**src/rtl/freq_mod_pkg.sv**
```systemverilog
// Constants and state type shared by the frequency divider and the
// frequency measurement blocks of the modulation chain.
package freq_mod_pkg;

   localparam int CNT_W      = 9;
   localparam int LEN_W      = CNT_W + 1;
   localparam int FULL_COUNT = 512;

   typedef enum logic [1:0] {
      IDLE,
      ARM,
      MEAS
   } meas_state_t;

endpackage

```
**src/rtl/sig_sync_edge.sv**
```systemverilog
// Two-flop synchronizer plus one delay stage for an asynchronous level.
// Flags every transition (both polarities) with a one-cycle edge_o pulse.
module sig_sync_edge (
   input  logic clk,
   input  logic rst,
   input  logic async_i,
   output logic level_o,
   output logic edge_o
);

   logic s1_q, s2_q, s3_q;

   always_ff @(posedge clk or posedge rst) begin
      if (rst) begin
         s1_q <= 1'b0;
         s2_q <= 1'b0;
         s3_q <= 1'b0;
      end else begin
         s1_q <= async_i;
         s2_q <= s1_q;
         s3_q <= s2_q;
      end
   end

   assign level_o = s2_q;
   assign edge_o  = s2_q ^ s3_q;

endmodule

```
**src/rtl/freq_meas_9bit.sv**
```systemverilog
// Measures the half-period of sig_in in clk cycles and recovers the divider
// load value (512 - half_period), with an FSK bit decision against THRESH.
module freq_meas_9bit
   import freq_mod_pkg::*;
#(
   parameter logic [CNT_W-1:0] THRESH   = 9'd256,
   parameter int               MIN_HALF = 1
) (
   input  logic             clk,
   input  logic             rst,
   input  logic             en,
   input  logic             sig_in,
   output logic [CNT_W-1:0] cnt_est,
   output logic             bit_out,
   output logic             est_valid,
   output logic             glitch,
   output logic             lost
);

   localparam logic [LEN_W-1:0] MIN_L  = LEN_W'(MIN_HALF);
   localparam logic [LEN_W-1:0] FULL_L = LEN_W'(FULL_COUNT);

   meas_state_t      state_q, state_d;
   logic [LEN_W-1:0] len_q, len_d;
   logic [CNT_W-1:0] cnt_q, cnt_d;
   logic [CNT_W-1:0] est_val;
   logic             bit_q, bit_d;
   logic             ev_q, ev_d;
   logic             gl_q, gl_d;
   logic             lo_q, lo_d;
   logic             sig_edge;
   logic             sig_level_unused;

   // The synchronized level itself is not needed here; only transitions are.
   sig_sync_edge u_sync (
      .clk     (clk),
      .rst     (rst),
      .async_i (sig_in),
      .level_o (sig_level_unused),
      .edge_o  (sig_edge)
   );

   // 512 - N fits 9 bits exactly for 1 <= N <= 512 (N = 512 wraps to 0).
   assign est_val = CNT_W'(FULL_L - len_q);

   always_comb begin
      state_d = state_q;
      len_d   = len_q;
      cnt_d   = cnt_q;
      bit_d   = bit_q;
      ev_d    = 1'b0;
      gl_d    = 1'b0;
      lo_d    = 1'b0;
      if (!en) begin
         state_d = IDLE;
         len_d   = '0;
      end else begin
         case (state_q)
            IDLE: begin
               state_d = ARM;
               len_d   = '0;
            end
            ARM: begin
               if (sig_edge) begin
                  len_d   = LEN_W'(1);
                  state_d = MEAS;
               end
            end
            MEAS: begin
               // An edge on the cycle len reaches 512 wins over the timeout.
               if (sig_edge) begin
                  len_d = LEN_W'(1);
                  if (len_q < MIN_L) begin
                     gl_d = 1'b1;
                  end else begin
                     cnt_d = est_val;
                     bit_d = (est_val >= THRESH);
                     ev_d  = 1'b1;
                  end
               end else if (len_q == FULL_L) begin
                  lo_d    = 1'b1;
                  len_d   = '0;
                  state_d = ARM;
               end else begin
                  len_d = len_q + LEN_W'(1);
               end
            end
            default: begin
               state_d = IDLE;
               len_d   = '0;
            end
         endcase
      end
   end

   always_ff @(posedge clk or posedge rst) begin
      if (rst) begin
         state_q <= IDLE;
         len_q   <= '0;
         cnt_q   <= '0;
         bit_q   <= 1'b0;
         ev_q    <= 1'b0;
         gl_q    <= 1'b0;
         lo_q    <= 1'b0;
      end else begin
         state_q <= state_d;
         len_q   <= len_d;
         cnt_q   <= cnt_d;
         bit_q   <= bit_d;
         ev_q    <= ev_d;
         gl_q    <= gl_d;
         lo_q    <= lo_d;
      end
   end

   assign cnt_est   = cnt_q;
   assign bit_out   = bit_q;
   assign est_valid = ev_q;
   assign glitch    = gl_q;
   assign lost      = lo_q;

endmodule

```
**config.mk**
```make
export PLATFORM = sky130hd
export DESIGN_NAME = freq_meas_9bit
export DESIGN_NICKNAME = d
export VERILOG_FILES = /design/src/rtl/freq_mod_pkg.sv /design/src/rtl/sig_sync_edge.sv /design/src/rtl/freq_meas_9bit.sv
export SDC_FILE = /design/constraint.sdc
export NUM_CORES = 1
export LEC_CHECK = 0
export CAP_MARGIN = 20
export CORE_UTILIZATION = 59
export CTS_CLUSTER_SIZE = 28
export DETAILED_ROUTE_END_ITERATION = 12
export PLACE_DENSITY = 0.94
export SYNTH_ARGS = -nofsm -noshare
export SYNTH_HDL_FRONTEND = slang
export SYNTH_SLANG_ARGS = --single-unit
```
**constraint.sdc**
```tcl
create_clock -name clk -period 3.2 [get_ports clk]
set_input_delay 0.48 -clock clk [delete_from_list [all_inputs] [get_ports clk]]
set_output_delay 0.48 -clock clk [all_outputs]
set_load 0.005 [all_outputs]
```
== Word level (Yosys, flattened, before mapping) ==
Cells that the tools add are included.
Cells by class
  reductions and logical operators: 3
  $add $sub $neg: 2
  mux-type cells: 22
  bitwise logic cells: 2
  order comparisons: 2
  equality and inequality tests: 6
Operators by type and width (count)
  2-to-1 mux 10 bit: 4
  one-hot mux 10 bit (2 select lines): 1
  2-to-1 mux 1 bit: 12
  adder 10 x 1 -> 10 bit (second input constant): 1
  == test 10 bit (second input constant): 1
  less-than comparator 10 x 1 -> 1 bit (second input constant): 1
  greater-or-equal comparator 9 bit (second input constant): 1
  != test 3 bit (second input constant): 3
  subtractor 1 x 9 -> 9 bit (first input constant): 1
  2-to-1 mux 2 bit: 4
  one-hot mux 2 bit (3 select lines): 1
  AND reduction 4 bit: 1
  AND reduction 3 bit: 1
  == test 2 x 1 -> 1 bit (second input constant): 1
  == test 2 bit (second input constant): 1
  zero test 2 bit: 1
  NOT 1 bit: 1
  bitwise XOR 1 bit: 1
Storage, ports and cells
  register bits after elaboration: 28
  logic and storage cells: 47
  bits of input ports: 4

== Depth between registers and ports, before layout ==
Gate-level depths: netlist of run 1.
  depth in word-level cells: 5
  mapped depth: 7
  depth with buffers taken out: 6

== Hierarchy ==
Synthesis of run 1 repeated with hierarchy kept, for this count alone.
Unflattened totals
  cells, all modules: 146
  area total of the unflattened synthesis: 1530.2 um2
By module, submodules not included
  freq_meas_9bit: times used 1, cells each 141, area an instance 1442.6 um2
  sig_sync_edge: times used 1, cells each 5, area an instance 87.6 um2

== Worst setup path after synthesis of run 1 ==
OpenSTA, ideal clock, no wires.
  path type: flip-flop to flip-flop
  start point: register len_q[0]
  end point: register cnt_q[0], in the netlist cnt_est[0]
  required time: 3.075 ns
  buffers on the path: 1
  clock period less this slack: 1.858 ns
  stages on the path, launching flop included: 8
  setup slack: 1.342 ns
  data arrival time: 1.733 ns
  cell sequence: dfrtp_1 inv_1 ha_1 nor3b_2 nand3b_2 o21a_1 buf_6 mux2_4
Between the ends
  longest elaborated chain between the ends: 3
RTL lines
  from (decl): RTL line freq_meas_9bit.sv:24  | logic [LEN_W-1:0] len_q, len_d;
  from (signal assigned): RTL line freq_meas_9bit.sv:107  | len_q <= len_d;
  less-than comparator 10 x 1 -> 1 bit: RTL line freq_meas_9bit.sv:73  | if (len_q < MIN_L) begin
  NOT 1 bit (no source line)
  AND reduction 4 bit (no source line)
  to (signal assigned): RTL line freq_meas_9bit.sv:108  | cnt_q <= cnt_d;
  to (decl): RTL line freq_meas_9bit.sv:25  | logic [CNT_W-1:0] cnt_q, cnt_d;
Parallel ways exist; a longest one is shown, timed or not.
A chain may end at the register's enable or synchronous reset.

== Worst setup path in the final report of run 1 ==
  start point: register len_q[0]
  end point: register cnt_q[6], in the netlist cnt_est[6]
Same word-level chain as after synthesis.

==> results_dict.tcl, run 1 <==
set metrics [dict create \
    die_h_microns 53.2 \
    io_buffers 16 \
    rows 18 \
    synth-adder-area-share_pct 3.24 \
    worst-path-max-fanout 9 \
    routed_wl_microns 3190 \
    dpl-instance-area_sq_um 1670 \
    grt_pass1_vias 1144 \
    antenna_found_initial 0 \
    sw_frac_of_total_pct 32.9 \
    hold_ws_ns 0.337 \
    setup_tns_ns 0 \
    ir_drop_mv 0.351 \
    ys_types 42 \
    clkPwrFrac_pct 19.4 \
    r2r_start "len_q[0]" \
    maxCapViolCount 0 \
    slowest_stage "dfrtp_1" \
    syn-num-nets 155 \
    drt-pass1-iter-count 5 \
    hold_buffers 0 \
    seq_power_share_pct 49.8 \
    gp_congestion 0.873 \
    final_net_count 169 \
    crit_buf_inv 1 \
    cpPeakStageDelay_ns 0.51 \
    num_io_pins 17 \
    slew_headroom_pct 42.8 \
    synthCells 147 \
    tritoncts "yes" \
    rsz0062_at_grt "false" \
    startpoint_type "flop" \
    async_reset_ff_share_pct 100 \
    nFillCells 202 \
    synth_area_leader_cell "dfrtp_1" \
    cp_top_family "simple AND/OR/NAND/NOR gates" \
    muxShareOfSynthArea_pct 9.72 \
    ys_warn_count 0 \
    yosys.area_share.simple_pct 21.6 \
    wl_per_cell_microns 16.8 \
    outcome "complete, no violations" \
    grt_max_degree 28 \
    fmax_mhz 442 \
    post_cts_buffers 0 \
    internal_power_uw 518 \
    cts-resized-gates 0 \
    r2r_setup_slack_ns 0.94 \
    p_total_uw 773 \
    synth_xor_xnor_area_share_pct 4.53 \
    start_util_pct 62.4 \
    min_period_ns 2.26 \
    finalHoldViolations 0 \
    gr-total-overflow 0 \
    worstMarginPinSlew_ns 0.850 \
    syn_area_per_cell_sq_um 10.5 \
    synth_area_leaders "dfrtp_1 (44%), mux2_4 (7.8%), nand2_1 (4.1%)" \
    synth-main-ff-cell "dfrtp_1" \
    cp.required_ns 3.43 \
    switchingPower_uw 254 \
    root_buffer "clkbuf_4" \
    seq_area_frac_synth_pct 43.7 \
    clockBufferDepth 2 \
    ys_seq_elements 27 \
    reg2reg_to "cnt_est[6]" \
    cp-end-kind "flop" \
    grt_pass1_wl_microns 5030 \
    drive_above_1_share_pct 12.5 \
    drv_slew 0 \
    crit_type "reg -> reg" \
    crit_chain "inv_1, ha_1, nor3b_2, nand3b_2, o21a_1, mux2_4" \
    clock_latency_ns 0.33 \
    synth_compound_area_share_pct 9.88 \
    cts_htree_levels 1 \
    p_comb_share_pct 30.8 \
    final_util_pct 69.6 \
    synth_edf_count 0 \
    arrival_ns 2.49 \
    drtIter0Drc 38 \
    p_leak_nw 0.749 \
    grtUsageTotal_pct 25.3 \
    stdcell_area_sq_um 1730 \
    die-width_microns 53.2 \
    core_area_sq_um 2480 \
    antenna-diode-count 0 \
    clk_pin_slew_worst_paths_ns 0.14 \
    syn_to_final_growth_pct 11.7 \
    final_antenna_net_count 0 \
    via_per_inst 6.34 \
    setup-violations-final 0 \
    synth_top_family_by_area "simple AND/OR/NAND/NOR gates" \
    p_per_area_nw_per_um2 448 \
    clock_sinks 27 \
    num_vias 1205 \
    yosys.area.top_type_share_pct 43.7 \
    timing.final.crit_share_pct 70.7 \
    cts_inserted_buffers 3 \
    syn_area_sq_um 1550 \
    fin_skew_ns 0.00188 \
    hold_path_class "in -> async" \
    rr_worst_depth 6 \
    die-area_sq_um 2830 \
    drc 0 \
    dp_hpwl_microns 2340 \
]
worst max path at each step:
| stage | startpoint | endpoint | slack [ns] | cells after the start |
|---|---|---|---|---|
| 2_1_floorplan | len_q[0] | cnt_est[0] | 1.34 | 7 |
| 3_3_place_gp | en | cnt_est[6] | 0.89 | 5 |
| 3_5_place_dp | en | cnt_est[6] | 0.77 | 5 |
| 4_1_cts | len_q[0] | cnt_est[4] | 0.90 | 6 |
| 5_1_grt | len_q[0] | cnt_est[6] | 0.81 | 6 |
| 6_report | len_q[0] | cnt_est[6] | 0.94 | 6 |
cells by family (layout without fill, tap and decap cells):
logic type	after synthesis	in the layout
and+or+nand+nor	54	54
DFF	27	27
AOI/OAI and AO/OA	24	24
buffers and inverters	19	32
muxes	11	11
xor gates and xnor gates	8	8
adders and majority gates	4	4
sequential cells by signal (all words and copies together) (netlist names):
name / flops
len_q: 10
cnt_est: 9
state_q: 2
est_valid: 1
glitch: 1
lost: 1
u_sync.level_o: 1
u_sync.s1_q: 1
u_sync.s3_q: 1
layout by cell type, fill, tap and decap left out, types with 2 or more instances in the layout:
master / count
dfrtp_1: 27
nand2_1: 17
clkdlybuf4s50_1: 16
inv_1: 11
nand3_1: 9
o21ai_0: 8
mux2_4: 8
xnor2_1: 6
a31oi_1: 4
ha_1: 4
nand4_1: 3
nor2_1: 3
a21oi_1: 3
mux2i_1: 3
nor3_1: 3
clkbuf_4: 3
nor4_4: 2
xor2_1: 2
nor4_1: 2
or3_1: 2
nand3b_1: 2
cell usage after synthesis, drive strengths merged (2+ instances only):
cell type and instances:
nand3b 3, mux2i 3, and3 2, inv 11, dfrtp 27, nor3 4
nor2 3, or3 2, xor2 2, nand3 9, nor4 4, nand4 3
nand2 17, mux2 8, a31oi 4, a21oi 3, ha 4, xnor2 6
o21ai 8, buf 7
area by class of cell:
class | count | area, sq um | share of cell area [%]
clock buffer | 4 | 26.3 | 1.52
multi-input combinational | 101 | 757 | 43.9
inverter | 11 | 41.3 | 2.39
tap | 30 | 37.5 | 2.18
sequential | 27 | 676 | 39.2
timing repair buffer | 17 | 188 | 10.9
metal layers:
metal / vias up / GRT usage (%) / wire (microns)
met5: - / 0 / 0
met4: 0 / 13.2 / 81
met3: 9 / 3.16 / 166
met2: 54 / 43.7 / 1650
met1: 598 / 30.5 / 1290
li1: 544 / - / -
stage by stage:
step                      setup WS, ns  instances
final                            0.936        190
after global routing             0.810        190
after CTS                        0.902        189
after detailed placement         0.768        185
after global placement           0.893        185
after floorplan                   1.34        147
power by group through the flow:
stage | Sequential [mW] | Combinational (mW) | Clock [mW]
global placement | 0.388 | 0.215 | 0
global route | 0.387 | 0.260 | 0.165
detailed placement | 0.391 | 0.233 | 0
floorplan | 0.385 | 0.176 | 0
finish | 0.385 | 0.238 | 0.150
CTS | 0.384 | 0.235 | 0.149
Note: power is estimated with default switching activity, not from simulation.
==> run 2: changes to the inputs <==
- CORE_UTILIZATION: 59 -> 50
- PLACE_DENSITY: 0.94 -> 0.86
- clock period: 3.2 -> 1.86 ns (I/O delays scaled with it)
==> run 2 against run 1 <==
Net effect:
- the flow now finishes with violations (design-rule violations)
- cell area rose by 11%
- largest power group unchanged
- critical endpoint is now cnt_est[2]
- flip-flop and latch count unchanged
- sequential power rose by 70%
- clock-buffer cell count decreased by 1
- first-iteration DRC count rose by 45%
- non-clock buffer count increased by 19
- die area increased by 17%
- combinational power is 110% higher
==> results_dict.tcl, run 2 (same netlist as run 1, synthesis figures left out) <==
set metrics [dict create \
    outcome "complete, but fails checks" \
    violations "design-rule violations" \
    die-width_microns 57.6 \
    crit_cells 7 \
    via_per_inst 5.81 \
    crit_chain "inv_1, ha_2, nor3b_4, nand3b_4, o21a_4, clkbuf_16, mux2_4" \
    root_buffer "clkbuf_4" \
    antenna_found_initial 0 \
    seq_area_sq_um 676 \
    final_net_count 188 \
    wl_per_cell_microns 15.9 \
    worstMarginPinSlew_ns 0.365 \
    finalHoldViolations 0 \
    crit_buf_inv 2 \
    drtIter0Drc 55 \
    crit_type "reg -> reg" \
    num_io_pins 17 \
    final_cell_mix "dfrtp_1 (27), buf_4 (18), nand2_1 (16), clkdlybuf4s50_1 (16), inv_1 (11)" \
    gr-total-overflow 0 \
    cpPeakStageDelay_ns 0.43 \
    largest_register_ffs 10 \
    slowest_stage "dfrtp_1" \
    final_common_cell "dfrtp_1" \
    clock_latency_ns 0.34 \
    grtUsageTotal_pct 21.8 \
    p_per_area_nw_per_um2 740 \
    drt-pass1-iter-count 12 \
    grt_max_degree 28 \
    fin_skew_ns 0.00480 \
    cp_top_family "flip-flops" \
    p_leak_nw 0.857 \
    multi_input_area_sq_um 800 \
    cts_htree_levels 1 \
    setup_tns_ns 0 \
    clk_pin_slew_worst_paths_ns 0.16 \
    timing.final.crit_share_pct 97.9 \
    cp-end-kind "flop" \
    grt_pass1_wl_microns 5470 \
    routed_wl_microns 3340 \
    min_period_ns 1.82 \
    rows 19 \
    num_vias 1220 \
    clock_sinks 27 \
    clockBufferDepth 2 \
    hold_path_class "in -> async" \
    drc 1 \
    syn_to_final_growth_pct 24.5 \
    arrival_ns 2.07 \
    tritoncts "yes" \
    start_util_pct 54.2 \
    cp.required_ns 2.11 \
    worst-path-max-fanout 4 \
    final_antenna_net_count 0 \
    startpoint_type "flop" \
    dp_hpwl_microns 2360 \
    core_area_sq_um 2850 \
    rr_worst_depth 7 \
    die_h_microns 57.6 \
    antenna-diode-count 0 \
    fmax_mhz 549 \
    cts_inserted_buffers 3 \
    slew_headroom_pct 75.5 \
    drive_above_1_share_pct 25.7 \
    gp_congestion 0.874 \
    setup-violations-final 0 \
    die-area_sq_um 3320 \
    drv_slew 0 \
    hold_ws_ns 0.267 \
    top_register "len_q" \
    nFillCells 202 \
    maxCapViolCount 0 \
    ir_drop_mv 0.538 \
    io_buffers 16 \
    grt_pass1_vias 1171 \
    rsz0062_at_grt "true" \
]
-- run 2: cell types whose count changed in the layout (fill, tap and decap cells not counted), sizes merged --
| cell | before | now |
|---|---|---|
| buf | 1 | 19 |
| clkinv | 0 | 1 |
-- run 2: layer usage --
| metal | vias to the layer above | wire [microns] | GRT usage (%) |
|---|---|---|---|
| met2 | 30 | 1690 | 35.5 |
| met5 | - | 0 | 0 |
| met1 | 596 | 1430 | 28.1 |
| met4 | 0 | 100 | 10.8 |
| met3 | 10 | 118 | 3.40 |
| li1 | 584 | - | - |
-- run 2: timing repair --
action / CTS / global route
hold endpoints to repair: 0 / 0
setup endpoints to repair: 0 / 17
resized for setup: 0 / 9
buffers inserted: 0 / 1
hold buffers: 0 / 0
-- run 2: area by class of cell --
type,instances,share of cell area [%]
clock buffer,3,1.17
tap,31,2.02
inverter,11,2.15
sequential,27,35.1
multi-input combinational,101,41.6
clock inverter,1,0.260
timing repair buffer,36,17.7
-- run 2: power breakdown --
group          switching, mW  internal (mW)  leakage [nW]
logic                  0.257          0.236         0.476
clock network          0.195         0.0812        0.0177
registers             0.0282          0.626         0.363
-- run 2: through the flow --
step / util, % / total power, mW / setup WS, ns / cell area (sq um) / instances
detailed placement: 63.8 / 1.12 / -0.0637 / 1820 / 204
CTS: 64.8 / 1.39 / 0.0230 / 1850 / 208
finish: 67.4 / 1.42 / 0.0392 / 1920 / 210
global route: 67.4 / 1.49 / -0.0457 / 1920 / 210
floorplan: - / 0.966 / 0.00175 / 1550 / 147
global placement: 63.8 / 1.09 / 0.0105 / 1820 / 204
-- run 2: worst register-to-register path: stages (launching register included) --
cell       delay (ns)
dfrtp_1          0.43
inv_1            0.07
ha_2             0.18
nor3b_4          0.25
nand3b_4         0.11
o21a_4           0.25
clkbuf_16        0.15
mux2_4           0.29
-- run 2: final timing paths --
kind	startpoint	to	slack, ns
setup reg to reg	len_q[0]	cnt_est[2]	0.04
setup / recovery	len_q[0]	cnt_est[2]	0.04
hold / removal	rst	cnt_est[0]	0.27
hold reg to reg	u_sync.s1_q	u_sync.level_o	0.37
max in group asynchronous	rst	len_q[3]	1.34
min in group clk	sig_in	u_sync.s1_q	0.35
